`src/rtl/grid_mover_pkg.sv`:
```
// grid_mover_pkg: shared types, default geometry and small helpers for the grid mover.
// Latency: n/a (types and constants only).
// Backpressure: n/a.
package grid_mover_pkg;

    // Facing / request direction; the values match the move_req and wall_hit bit order.
    typedef enum logic [1:0] {
        UP    = 2'd0,
        RIGHT = 2'd1,
        DOWN  = 2'd2,
        LEFT  = 2'd3
    } dir_t;

    typedef enum logic [1:0] {
        ALIVE     = 2'd0,
        DYING     = 2'd1,
        GAME_OVER = 2'd2
    } state_t;

    // Default geometry: 32-pixel tiles, 6 fraction bits (one pixel = 64 units).
    localparam int TILE      = 32;
    localparam int TILE_MASK = TILE - 1;
    localparam int FIXED_ONE = 64;

    // Pixel coordinate width on the sprite outputs.
    localparam int PIX_W = 11;

    // Up/down move along Y, so their alignment is checked on X.
    function automatic logic dir_vert(input dir_t d);
        return (d == UP) || (d == DOWN);
    endfunction

    // Opposite direction: the encoding puts opposites two apart.
    function automatic dir_t dir_opp(input dir_t d);
        return dir_t'(d ^ 2'd2);
    endfunction

endpackage

```
`src/rtl/grid_mover_if.sv`:
```
// grid_mover_if: frame/request inputs and sprite state outputs of the grid mover.
// Ports: startOfFrame, move_req, wall_hit, kill (towards the mover);
//        topLeftX/Y, direction, moving, image, alive, lives_left, game_over (from the mover).
// Modports: master = direction source / drawer side, slave = the mover itself.
interface grid_mover_if;
    import grid_mover_pkg::*;

    logic                    startOfFrame;
    logic [3:0]              move_req;
    logic [3:0]              wall_hit;
    logic                    kill;
    logic signed [PIX_W-1:0] topLeftX;
    logic signed [PIX_W-1:0] topLeftY;
    logic [1:0]              direction;
    logic                    moving;
    logic [2:0]              image;
    logic                    alive;
    logic [1:0]              lives_left;
    logic                    game_over;

    modport master (
        output startOfFrame, move_req, wall_hit, kill,
        input  topLeftX, topLeftY, direction, moving, image, alive, lives_left, game_over
    );

    modport slave (
        input  startOfFrame, move_req, wall_hit, kill,
        output topLeftX, topLeftY, direction, moving, image, alive, lives_left, game_over
    );

endinterface

```
`src/rtl/grid_mover_axis_step.sv`:
```
// grid_axis_step: one axis of the position update - add step, stop on the grid line when snapping, clamp to limits.
// Latency: combinational.
// Backpressure: none; pure function of its inputs.
// Ports: cur (fixed-point coordinate), step (signed), lo/hi (fixed-point limits), snap_en, nxt (result).
module grid_axis_step
    import grid_mover_pkg::*;
#(
    parameter int W         = 18,
    parameter int FRAC_BITS = $clog2(FIXED_ONE),
    parameter int TILE_LOG2 = $clog2(TILE_MASK + 1)
) (
    input  logic signed [W-1:0] cur,
    input  logic signed [W-1:0] step,
    input  logic signed [W-1:0] lo,
    input  logic signed [W-1:0] hi,
    input  logic                snap_en,
    output logic signed [W-1:0] nxt
);

    // Bits below SH are the sub-tile part of the fixed-point coordinate.
    localparam int SH = FRAC_BITS + TILE_LOG2;
    localparam logic signed [W-1:0] TILE_FX = W'(1 << SH);

    logic signed [W-1:0] line_dn;
    logic signed [W-1:0] line_up;
    logic signed [W-1:0] sum;
    logic                step_pos;
    logic                step_neg;

    always_comb begin
        line_dn  = {cur[W-1:SH], {SH{1'b0}}};
        line_up  = line_dn + TILE_FX;
        step_neg = step[W-1];
        step_pos = !step[W-1] && (step != '0);
        sum      = cur + step;
        // A snap only happens while off the grid, so cur sits strictly between
        // line_dn and line_up; never run past the line being snapped to.
        if (snap_en) begin
            if (step_pos && (sum > line_up)) begin
                sum = line_up;
            end else if (step_neg && (sum < line_dn)) begin
                sum = line_dn;
            end
        end
        if (sum < lo) begin
            nxt = lo;
        end else if (sum > hi) begin
            nxt = hi;
        end else begin
            nxt = sum;
        end
    end

endmodule

```
`src/rtl/grid_mover.sv`:
```
// grid_mover: tile-aligned sprite mover with death/respawn life cycle for one Digger actor.
// Latency: state updates on the startOfFrame edge (kill on any edge), visible the next cycle.
// Backpressure: none; requests not usable in a frame are dropped (optional turn buffer: GRID_MOVER_TURN_BUFFER_EN).
// Ports: clk, resetN (async active-low), bus (grid_mover_if.slave: frame/requests in, sprite state out).
module grid_mover
    import grid_mover_pkg::*;
#(
    parameter int BOARD_X      = 32,
    parameter int BOARD_Y      = 160,
    parameter int TILE_LOG2    = $clog2(TILE),
    parameter int COLS         = 15,
    parameter int ROWS         = 10,
    parameter int START_COL    = 6,
    parameter int START_ROW    = 9,
    parameter int FRAC_BITS    = $clog2(FIXED_ONE),
    parameter int SPEED        = FIXED_ONE,
    parameter int DEATH_FRAMES = 256,
    parameter int LIVES        = 3
) (
    input  logic         clk,
    input  logic         resetN,
    grid_mover_if.slave  bus
);

    // One spare bit above the pixel range keeps clamp compares free of wrap.
    localparam int W  = PIX_W + FRAC_BITS + 1;
    localparam int CW = $clog2(DEATH_FRAMES);

    localparam logic signed [W-1:0] X_MIN_FX   = W'(BOARD_X << FRAC_BITS);
    localparam logic signed [W-1:0] X_MAX_FX   = W'((BOARD_X + ((COLS - 1) << TILE_LOG2)) << FRAC_BITS);
    localparam logic signed [W-1:0] Y_MIN_FX   = W'(BOARD_Y << FRAC_BITS);
    localparam logic signed [W-1:0] Y_MAX_FX   = W'((BOARD_Y + ((ROWS - 1) << TILE_LOG2)) << FRAC_BITS);
    localparam logic signed [W-1:0] X_START_FX = W'((BOARD_X + (START_COL << TILE_LOG2)) << FRAC_BITS);
    localparam logic signed [W-1:0] Y_START_FX = W'((BOARD_Y + (START_ROW << TILE_LOG2)) << FRAC_BITS);
    localparam logic signed [W-1:0] STEP_P     = W'(SPEED);
    localparam logic signed [W-1:0] STEP_N     = -STEP_P;

    state_t              state;
    state_t              state_nxt;
    dir_t                dir_q;
    logic [CW-1:0]       cnt;
    logic [1:0]          lives;
    logic                moving_q;
    logic [3:0]          block;
    logic [3:0]          blk_now;
    logic [3:0]          req_c;
    logic signed [W-1:0] pos_x;
    logic signed [W-1:0] pos_y;
    logic signed [W-1:0] nxt_x;
    logic signed [W-1:0] nxt_y;
    logic signed [W-1:0] step_x;
    logic signed [W-1:0] step_y;
    logic                snap_x;
    logic                snap_y;
    logic                cand_vld;
    dir_t                cand_dir;
    logic                sel_vld;
    dir_t                sel_dir;
    logic                at_limit;
    logic                go;
    logic                turn;
    logic                off_nz;
    logic                off_hi;
    logic [TILE_LOG2-1:0] off_x;
    logic [TILE_LOG2-1:0] off_y;
    logic                offx_nz;
    logic                offy_nz;
    logic                do_step;
    logic                do_die;
    logic                do_respawn;
    logic                cnt_inc;

`ifdef GRID_MOVER_TURN_BUFFER_EN
    logic                tb_vld;
    dir_t                tb_dir;
    logic [2:0]          tb_age;
    logic                tb_use;
`endif

    // Pixel offset inside the tile on each axis.
    assign off_x   = pos_x[FRAC_BITS +: TILE_LOG2];
    assign off_y   = pos_y[FRAC_BITS +: TILE_LOG2];
    assign offx_nz = (off_x != '0);
    assign offy_nz = (off_y != '0);

    // A wall pulse arriving with startOfFrame still blocks that frame.
    assign blk_now = block | bus.wall_hit;

    // Request arbitration and step selection.
    always_comb begin
        req_c = bus.move_req;
        if (req_c[0] && req_c[2]) begin
            req_c[0] = 1'b0;
            req_c[2] = 1'b0;
        end
        if (req_c[1] && req_c[3]) begin
            req_c[1] = 1'b0;
            req_c[3] = 1'b0;
        end

        cand_vld = 1'b1;
        cand_dir = UP;
        if (req_c[0]) begin
            cand_dir = UP;
        end else if (req_c[2]) begin
            cand_dir = DOWN;
        end else if (req_c[3]) begin
            cand_dir = LEFT;
        end else if (req_c[1]) begin
            cand_dir = RIGHT;
        end else begin
            cand_vld = 1'b0;
        end

        sel_vld = cand_vld;
        sel_dir = cand_dir;
`ifdef GRID_MOVER_TURN_BUFFER_EN
        // A buffered turn takes over as soon as its cross axis lines up.
        tb_use = 1'b0;
        if (tb_vld && !(dir_vert(tb_dir) ? offx_nz : offy_nz)) begin
            sel_vld = 1'b1;
            sel_dir = tb_dir;
            tb_use  = 1'b1;
        end
`endif

        off_nz = dir_vert(sel_dir) ? offx_nz : offy_nz;
        off_hi = dir_vert(sel_dir) ? off_x[TILE_LOG2-1] : off_y[TILE_LOG2-1];

        case (sel_dir)
            UP:      at_limit = (pos_y <= Y_MIN_FX);
            DOWN:    at_limit = (pos_y >= Y_MAX_FX);
            LEFT:    at_limit = (pos_x <= X_MIN_FX);
            RIGHT:   at_limit = (pos_x >= X_MAX_FX);
            default: at_limit = 1'b1;
        endcase

        go   = sel_vld && !blk_now[sel_dir] && !at_limit;
        turn = go && !off_nz;

        step_x = '0;
        step_y = '0;
        snap_x = 1'b0;
        snap_y = 1'b0;
        if (go) begin
            if (off_nz) begin
                // Off the grid: slide along the cross axis to the nearest line first.
                if (dir_vert(sel_dir)) begin
                    step_x = off_hi ? STEP_P : STEP_N;
                    snap_x = 1'b1;
                end else begin
                    step_y = off_hi ? STEP_P : STEP_N;
                    snap_y = 1'b1;
                end
            end else begin
                case (sel_dir)
                    UP:      step_y = STEP_N;
                    DOWN:    step_y = STEP_P;
                    LEFT:    step_x = STEP_N;
                    default: step_x = STEP_P;
                endcase
            end
        end
    end

    grid_axis_step #(
        .W         (W),
        .FRAC_BITS (FRAC_BITS),
        .TILE_LOG2 (TILE_LOG2)
    ) u_step_x (
        .cur     (pos_x),
        .step    (step_x),
        .lo      (X_MIN_FX),
        .hi      (X_MAX_FX),
        .snap_en (snap_x),
        .nxt     (nxt_x)
    );

    grid_axis_step #(
        .W         (W),
        .FRAC_BITS (FRAC_BITS),
        .TILE_LOG2 (TILE_LOG2)
    ) u_step_y (
        .cur     (pos_y),
        .step    (step_y),
        .lo      (Y_MIN_FX),
        .hi      (Y_MAX_FX),
        .snap_en (snap_y),
        .nxt     (nxt_y)
    );

    // Life-cycle FSM: state register.
    always_ff @(posedge clk or negedge resetN) begin
        if (!resetN) begin
            state <= ALIVE;
        end else begin
            state <= state_nxt;
        end
    end

    // Life-cycle FSM: next state and datapath strobes. kill beats a same-cycle frame step.
    always_comb begin
        state_nxt  = state;
        do_step    = 1'b0;
        do_die     = 1'b0;
        do_respawn = 1'b0;
        cnt_inc    = 1'b0;
        case (state)
            ALIVE: begin
                if (bus.kill) begin
                    state_nxt = DYING;
                    do_die    = 1'b1;
                end else if (bus.startOfFrame) begin
                    do_step = 1'b1;
                end
            end
            DYING: begin
                if (bus.startOfFrame) begin
                    if (cnt == CW'(DEATH_FRAMES - 1)) begin
                        if (lives != 2'd0) begin
                            state_nxt  = ALIVE;
                            do_respawn = 1'b1;
                        end else begin
                            state_nxt = GAME_OVER;
                        end
                    end else begin
                        cnt_inc = 1'b1;
                    end
                end
            end
            GAME_OVER: begin
                state_nxt = GAME_OVER;
            end
            default: begin
                state_nxt = ALIVE;
            end
        endcase
    end

    // Position, facing, lives and death timer.
    always_ff @(posedge clk or negedge resetN) begin
        if (!resetN) begin
            pos_x    <= X_START_FX;
            pos_y    <= Y_START_FX;
            dir_q    <= LEFT;
            moving_q <= 1'b0;
            lives    <= 2'(LIVES);
            cnt      <= '0;
            block    <= '0;
        end else begin
            block <= bus.startOfFrame ? 4'b0000 : (block | bus.wall_hit);
            if (do_die) begin
                lives    <= (lives != 2'd0) ? (lives - 2'd1) : 2'd0;
                cnt      <= '0;
                moving_q <= 1'b0;
            end
            if (do_step) begin
                pos_x    <= nxt_x;
                pos_y    <= nxt_y;
                moving_q <= (nxt_x != pos_x) || (nxt_y != pos_y);
                if (turn) begin
                    dir_q <= sel_dir;
                end
            end
            if (cnt_inc) begin
                cnt <= cnt + CW'(1);
            end
            if (do_respawn) begin
                pos_x    <= X_START_FX;
                pos_y    <= Y_START_FX;
                dir_q    <= LEFT;
                moving_q <= 1'b0;
            end
        end
    end

`ifdef GRID_MOVER_TURN_BUFFER_EN
    // One-entry turn buffer: remembers a turn asked for while off the grid.
    always_ff @(posedge clk or negedge resetN) begin
        if (!resetN) begin
            tb_vld <= 1'b0;
            tb_dir <= LEFT;
            tb_age <= '0;
        end else if ((state != ALIVE) || bus.kill) begin
            tb_vld <= 1'b0;
        end else if (bus.startOfFrame) begin
            if (tb_use && go) begin
                tb_vld <= 1'b0;
            end else if (tb_vld && cand_vld && (cand_dir == dir_opp(tb_dir))) begin
                tb_vld <= 1'b0;
            end else if (cand_vld && (dir_vert(cand_dir) ? offx_nz : offy_nz)) begin
                tb_vld <= 1'b1;
                tb_dir <= cand_dir;
                tb_age <= '0;
            end else if (tb_vld) begin
                if (tb_age == 3'd7) begin
                    tb_vld <= 1'b0;
                end else begin
                    tb_age <= tb_age + 3'd1;
                end
            end
        end
    end
`endif

    assign bus.topLeftX   = pos_x[FRAC_BITS +: PIX_W];
    assign bus.topLeftY   = pos_y[FRAC_BITS +: PIX_W];
    assign bus.direction  = dir_q;
    assign bus.moving     = moving_q;
    assign bus.alive      = (state == ALIVE);
    assign bus.game_over  = (state == GAME_OVER);
    assign bus.lives_left = lives;

    // Death animation uses the top two timer bits; 4 is the game-over glyph.
    always_comb begin
        case (state)
            DYING:     bus.image = {1'b0, cnt[CW-1 -: 2]};
            GAME_OVER: bus.image = 3'd4;
            default:   bus.image = 3'd0;
        endcase
    end

endmodule

```
`src/flat_wrapper.sv`:
```
// flat-port wrapper written by rule: the top's interface ports become plain ports
module grid_mover_flat import grid_mover_pkg::*;
#(
    parameter int BOARD_X      = 32,
    parameter int BOARD_Y      = 160,
    parameter int TILE_LOG2    = $clog2(TILE),
    parameter int COLS         = 15,
    parameter int ROWS         = 10,
    parameter int START_COL    = 6,
    parameter int START_ROW    = 9,
    parameter int FRAC_BITS    = $clog2(FIXED_ONE),
    parameter int SPEED        = FIXED_ONE,
    parameter int DEATH_FRAMES = 256,
    parameter int LIVES        = 3
)
  (clk, resetN, bus_startOfFrame, bus_move_req, bus_wall_hit, bus_kill, bus_topLeftX, bus_topLeftY, bus_direction, bus_moving, bus_image, bus_alive, bus_lives_left, bus_game_over);
  grid_mover_if bus_i ();
  input  logic clk;
  input  logic resetN;
  input wire logic [$bits(bus_i.startOfFrame)-1:0] bus_startOfFrame;
  input wire logic [$bits(bus_i.move_req)-1:0] bus_move_req;
  input wire logic [$bits(bus_i.wall_hit)-1:0] bus_wall_hit;
  input wire logic [$bits(bus_i.kill)-1:0] bus_kill;
  output wire logic [$bits(bus_i.topLeftX)-1:0] bus_topLeftX;
  output wire logic [$bits(bus_i.topLeftY)-1:0] bus_topLeftY;
  output wire logic [$bits(bus_i.direction)-1:0] bus_direction;
  output wire logic [$bits(bus_i.moving)-1:0] bus_moving;
  output wire logic [$bits(bus_i.image)-1:0] bus_image;
  output wire logic [$bits(bus_i.alive)-1:0] bus_alive;
  output wire logic [$bits(bus_i.lives_left)-1:0] bus_lives_left;
  output wire logic [$bits(bus_i.game_over)-1:0] bus_game_over;
  assign bus_i.startOfFrame = bus_startOfFrame;
  assign bus_i.move_req = bus_move_req;
  assign bus_i.wall_hit = bus_wall_hit;
  assign bus_i.kill = bus_kill;
  assign bus_topLeftX = bus_i.topLeftX;
  assign bus_topLeftY = bus_i.topLeftY;
  assign bus_direction = bus_i.direction;
  assign bus_moving = bus_i.moving;
  assign bus_image = bus_i.image;
  assign bus_alive = bus_i.alive;
  assign bus_lives_left = bus_i.lives_left;
  assign bus_game_over = bus_i.game_over;
  grid_mover #(.BOARD_X(BOARD_X), .BOARD_Y(BOARD_Y), .TILE_LOG2(TILE_LOG2), .COLS(COLS), .ROWS(ROWS), .START_COL(START_COL), .START_ROW(START_ROW), .FRAC_BITS(FRAC_BITS), .SPEED(SPEED), .DEATH_FRAMES(DEATH_FRAMES), .LIVES(LIVES)) u_core (.clk(clk), .resetN(resetN), .bus(bus_i));
endmodule
```
`config.mk`:
```
export PLATFORM = sky130hd
export DESIGN_NAME = grid_mover_flat
export DESIGN_NICKNAME = d
export VERILOG_FILES = /design/src/rtl/grid_mover_pkg.sv /design/src/rtl/grid_mover_if.sv /design/src/rtl/grid_mover_axis_step.sv /design/src/rtl/grid_mover.sv /design/src/flat_wrapper.sv
export SDC_FILE = /design/constraint.sdc
export NUM_CORES = 1
export LEC_CHECK = 0
export ABC_AREA = 1
export CAP_MARGIN = 5
export CORE_MARGIN = 2
export CORE_UTILIZATION = 50
export CTS_BUF_LIST = sky130_fd_sc_hd__clkbuf_4 sky130_fd_sc_hd__clkbuf_8
export DETAILED_ROUTE_END_ITERATION = 6
export GPL_ROUTABILITY_DRIVEN = 0
export PLACE_DENSITY = 0.7
export SYNTH_ARGS = -nofsm -noshare
export SYNTH_HDL_FRONTEND = slang
export SYNTH_SLANG_ARGS = --single-unit
```
`constraint.sdc`:
```
create_clock -name clk -period 16.7 [get_ports clk]
set_input_delay 3.34 -clock clk [delete_from_list [all_inputs] [get_ports clk]]
set_output_delay 3.34 -clock clk [all_outputs]
set_load 0.02 [all_outputs]
```
==> reports/summary.txt, run 1 <==
R2R Path End -> u_core.bus.moving
IO Count -> 44
Hold Path Sink -> u_core.cnt[7]
Switch share -> 56.70%
WHS Path Cells -> 1
Crit-path max FO -> 13
Pwr Total -> 1.325 mW
Pin count of the biggest net entering global routing -> 56
Clock Tree Buf Depth -> 2
FF+latch count, synth -> 55
Crit. End Element -> flop
Metal-1 WL -> 7532 um
Pleak -> 3.455 nW
Area delta synth->final -> 8.081%
Post-Syn Nets -> 986
Worst-Skew Late Latency -> 0.33 ns
Final setup violating endpoints -> 0
Post-DP Area -> 6474 um2
Post-synthesis area per instance -> 6.635 um2
# H-tree levels -> 2
WL met2 -> 7608 um
Sequential power share -> 17.9%
Resized cells post-CTS -> 0
Pwr per Cell Area -> 201.5 nW/um2
Sequential area share after synthesis -> 22.83%
Vias in the first global route -> 5616
Least-Margin Pin Slew -> 1.158 ns
DIE HEIGHT -> 114.3 um
Final setup margin -> 6.988 ns
Reg2reg setup slack -> 10.07 ns
Worst Setup Slack post-DPL -> 6.682 ns
Final Hold Viols -> 0
Worst path arrival time -> 9.95 ns
Final Max Slew Viols -> 0
Antenna Nets Post-Route -> 0
Warnings from Yosys -> 0
Vias per cell -> 5.514
Synth Cell Area -> 6085 um2
Status -> completed
Placed insts -> 1074
Crit path time final -> 9.712 ns
Sum Neg Setup Slack -> 0 ns
Worst r2r path cells -> 46
Cts bufs inserted -> 5
Clock Pin Slew Worst Setup and Hold Paths -> 0.12 ns
TritonCTS clock tree -> built
Final #Nets -> 1003
Initial Util -> 50.87%
Initial DRC Count -> 411
Fraction of registers with async set/reset -> 100.0%
Origin of the critical flop-to-flop path -> u_core.pos_y[11]
Post-Layout Cell Count -> 1082
Hold-fix buffers at CTS -> 0
Hold path start -> u_core.cnt[7]
Initial antenna violation count -> 0
Number of synthesized flops with an enable pin -> 0
Clk sinks -> 55
Utilization after layout -> 54.98%
Proportion of power drawn by the clock network -> 6.6%
Max incr delay on CP -> 0.45 ns
Required time worst endpoint -> 16.94 ns
Mapped Cells -> 917
Die area -> 13070 um2
Main synth FF type -> dfrtp_1
DR top layer -> met4
Cell Int Power -> 573.8 uW
DP Wirelength -> 12820 um
DR vias -> 5966
ANT cells -> 0
Comb pwr share -> 75.5%
Slew margin rel. -> 22.36%
Most frequent cells in the layout -> 203 x nand2_1, 132 x inv_1, 96 x nor2_1
CP max-delay cell -> clkdlybuf4s50_1
Met3 WL -> 920 um
First-pass GRT wire length -> 27190 um
FILL cells -> 1177
Num rows -> 40
Hold WS -> 0.4776 ns
Commonest non-fill, non-tap cell in the layout -> nand2_1
Fmax -> 0.1030 GHz
Non-Filler Cell Area, Final -> 6576 um2
Port buffer count -> 43
Max VDD drop -> 131.5 uV
DRC violations left -> 0
Final worst path period share -> 58.15%
Startpoint types -> primary input
RSZ-0062 raised after global routing -> no
Psw -> 751.4 uW
Post-synthesis cell type count -> 53
DIE WIDTH -> 114.3 um
Worst clock skew -> 0.01464 ns
DRT Pass-1 Iters -> 5
# Max-Cap Violations -> 0
Post-CTS Setup Inserts -> 0
Final wirelength -> 16460 um
Layout cells sized above 1 -> 7.273%
Remaining Overflow, GRT -> 0
Avg WL per Cell -> 15.21 um
Cell mode on critical path -> nand2_1
Core Region -> 11960 um2
Root buffer cell -> clkbuf_8
HP Class -> reg -> reg
Total track usage -> 25.81%
Setup CP Type -> in -> reg
[kinds of logic after synthesis]
family                   synth area share [%]
AND/OR/NAND/NOR                         35.35
buffers and inverters                   12.65
AO/OA/AOI/OAI                           13.33
adder cells (fa/ha/maj)                 11.97
flip-flops                              22.83
XOR/XNOR                                3.886
[flip-flops by register name, indices dropped and copies added, names as in the netlist]
signal	count
u_core.pos_x	18
u_core.pos_y	18
u_core.cnt	8
u_core.block	4
u_core.bus.direction	2
u_core.bus.lives_left	2
u_core.state	2
u_core.bus.moving	1
[power by group through the flow]
| stage | logic [mW] | clock network [mW] | registers [mW] |
|---|---|---|---|
| after detailed placement | 0.984 | 0 | 0.238 |
| after CTS | 0.991 | 0.0874 | 0.236 |
| after floorplan | 0.790 | 0 | 0.212 |
| after global placement | 0.981 | 0 | 0.238 |
| final | 1.00 | 0.0871 | 0.237 |
| after global routing | 1.13 | 0.0937 | 0.243 |
[how the worst max path moves through the flow]
stage	start	slack (ns)	end
after floorplan	bus_move_req[1]	8.13	u_core.bus.moving
after global placement	bus_move_req[1]	6.78	u_core.bus.moving
after detailed placement	bus_move_req[1]	6.68	u_core.bus.moving
after CTS	bus_move_req[1]	7.02	u_core.bus.moving
after global routing	bus_move_req[1]	6.17	u_core.bus.moving
final	bus_move_req[1]	6.99	u_core.bus.moving
[cells in the mapped netlist (6+ instances only)]
| library cell | number | area, um2 |
|---|---|---|
| buf_4 | 24 | 180.2 |
| inv_1 | 132 | 495.5 |
| dfrtp_1 | 45 | 1126 |
| xor2_1 | 23 | 201.4 |
| nand2_1 | 203 | 762.0 |
| dfstp_2 | 10 | 262.8 |
| nand2_2 | 9 | 56.30 |
| inv_2 | 11 | 41.29 |
| nor3_1 | 13 | 65.06 |
| o21ai_0 | 37 | 185.2 |
| o22ai_1 | 18 | 112.6 |
| ha_1 | 55 | 688.2 |
| nor2_1 | 96 | 360.4 |
| nand3_1 | 83 | 415.4 |
| o21ai_1 | 6 | 30.03 |
| a21oi_1 | 41 | 205.2 |
| nand4_1 | 34 | 212.7 |
[area by class of cell]
| cell class | instances | area, um2 | area share, % |
|---|---|---|---|
| multi-input cells | 685 | 3931 | 59.78 |
| flip-flops and latches | 55 | 1389 | 21.12 |
| inverters | 143 | 536.8 | 8.162 |
| repair buffers | 44 | 432.9 | 6.583 |
| well taps | 147 | 183.9 | 2.797 |
| clock buffers | 6 | 82.58 | 1.256 |
| clock inverters | 2 | 20.02 | 0.3044 |
[per-layer routing]
layer | vias up | GRT usage [%]
met3 | 31 | 3.706
met4 | 0 | 7.805
met1 | 2688 | 34.71
met5 | - | 0
li1 | 3052 | -
met2 | 195 | 43.17
[worst max-delay path: cells and delay by family]
| kind | cells | cell delay, ns |
|---|---|---|
| adder cells (fa/ha/maj) | 4 | 1.25 |
| AO/OA/AOI/OAI | 4 | 0.69 |
| AND/OR/NAND/NOR | 33 | 3.48 |
| buffers and inverters | 10 | 1.17 |
Note: power is estimated with default switching activity, not from simulation.
==> inputs of run 2 (changes only) <==
- clock period: 16.7 -> 9.7 ns (I/O delays scaled with it)
==> reports/summary.txt, run 2 (same netlist as run 1, synthesis figures left out) <==
Worst-Skew Late Latency -> 0.33 ns
Vias in the first global route -> 5572
Pwr per Cell Area -> 345.1 nW/um2
DP Wirelength -> 12820 um
Slew margin rel. -> 24.41%
Avg WL per Cell -> 15.13 um
Startpoint types -> primary input
Sum Neg Setup Slack -> 0 ns
HP Class -> reg -> reg
Final Hold Viols -> 0
Hold WS -> 0.4718 ns
CP max-delay cell -> clkdlybuf4s50_1
Final Max Slew Viols -> 0
First-pass GRT wire length -> 26720 um
Clock Tree Buf Depth -> 2
Placed insts -> 1074
Area delta synth->final -> 7.896%
Initial antenna violation count -> 0
DIE HEIGHT -> 114.3 um
Max VDD drop -> 221.5 uV
Num rows -> 40
Worst path arrival time -> 8.52 ns
Resized cells post-CTS -> 0
Area of the multi-input gates -> 3931 um2
Hold-fix buffers at CTS -> 0
# H-tree levels -> 2
Setup CP Type -> in -> reg
Final #Nets -> 1003
Post-CTS Setup Inserts -> 0
Commonest non-fill, non-tap cell in the layout -> nand2_1
Largest registers -> u_core.pos_x (18), u_core.pos_y (18), u_core.cnt (8)
RSZ-0062 raised after global routing -> no
Final worst path period share -> 85.46%
Crit-path max FO -> 11
Hold path start -> u_core.bus.direction[1]
Antenna Nets Post-Route -> 0
Required time worst endpoint -> 9.93 ns
Non-Filler Cell Area, Final -> 6565 um2
Die area -> 13070 um2
Vias per cell -> 5.565
FILL cells -> 1195
Post-Layout Cell Count -> 1082
Final wirelength -> 16370 um
Remaining Overflow, GRT -> 0
Crit. End Element -> flop
Status -> completed
Initial Util -> 50.87%
DRC violations left -> 0
Final setup violating endpoints -> 0
Total area of sequential cells -> 1389 um2
TritonCTS clock tree -> built
Pleak -> 3.450 nW
Clock Pin Slew Worst Setup and Hold Paths -> 0.11 ns
IO Count -> 44
Crit path time final -> 8.290 ns
Pin count of the biggest net entering global routing -> 56
Fmax -> 0.1206 GHz
Cell mode on critical path -> nand2_1
DRT Pass-1 Iters -> 5
DIE WIDTH -> 114.3 um
# Max-Cap Violations -> 0
Total track usage -> 25.50%
Critical Path Start -> bus_move_req[1]
Post-DP Area -> 6474 um2
Most frequent cells in the layout -> 203 x nand2_1, 132 x inv_1, 96 x nor2_1
Max incr delay on CP -> 0.46 ns
ANT cells -> 0
Layout cells sized above 1 -> 7.273%
Clk sinks -> 55
Root buffer cell -> clkbuf_8
DR vias -> 6021
Initial DRC Count -> 398
Worst clock skew -> 0.01065 ns
Port buffer count -> 43
Least-Margin Pin Slew -> 1.128 ns
Origin of the critical flop-to-flop path -> u_core.pos_x[12]
Core Region -> 11960 um2
Cts bufs inserted -> 5
-- run 2: worst paths after layout --
check / end / slack, ns / cells past startpoint
setup / recovery: u_core.bus.moving / 1.41 / 45
hold / removal: u_core.bus.direction[1] / 0.47 / 2
setup reg to reg: u_core.bus.moving / 3.05 / 48
hold reg to reg: u_core.bus.direction[1] / 0.47 / 2
max in group asynchronous: u_core.pos_x[9] / 7.49 / 2
min in group asynchronous: u_core.cnt[3] / 1.72 / 2
-- run 2: through the flow --
stage                     setup WS (ns)  utilization (%)  power [mW]
after detailed placement          1.116            54.12       2.102
after global routing             0.7355            54.88       2.504
final                             1.410            54.88       2.266
after CTS                         1.449            54.88       2.248
after floorplan                   2.532                -       1.726
after global placement            1.184            54.12       2.098
-- run 2: layout make-up --
class / count / area share (%)
inverter: 143 / 8.176
tap: 147 / 2.802
sequential: 55 / 21.15
clock inverter: 3 / 0.3431
multi-input combinational: 685 / 59.88
clock buffer: 5 / 1.048
timing repair buffer: 44 / 6.594
-- run 2: power breakdown --
| group | leakage [nW] | internal (mW) | switching, mW |
|---|---|---|---|
| combinational | 2.70 | 0.627 | 1.09 |
| clock | 0.0485 | 0.0521 | 0.0879 |
| sequential | 0.700 | 0.299 | 0.109 |
| total | 3.45 | 0.978 | 1.29 |
-- run 2: layer usage --
layer  vias up  GRT usage [%]  share of wire [%]
met5         -              0                  0
met3        40          3.229                5.2
met2       203          42.34                 45
li1       3059              -                  -
met1      2719          33.95                 46
met4         0          9.756                3.2
-- run 2: critical path, delay by kind of cell --
family | cells | cell delay, ns
AND/OR/NAND/NOR | 27 | 3.02
buffers and inverters | 7 | 1.34
AO/OA/AOI/OAI | 8 | 1.21
adder cells (fa/ha/maj) | 3 | 1.00
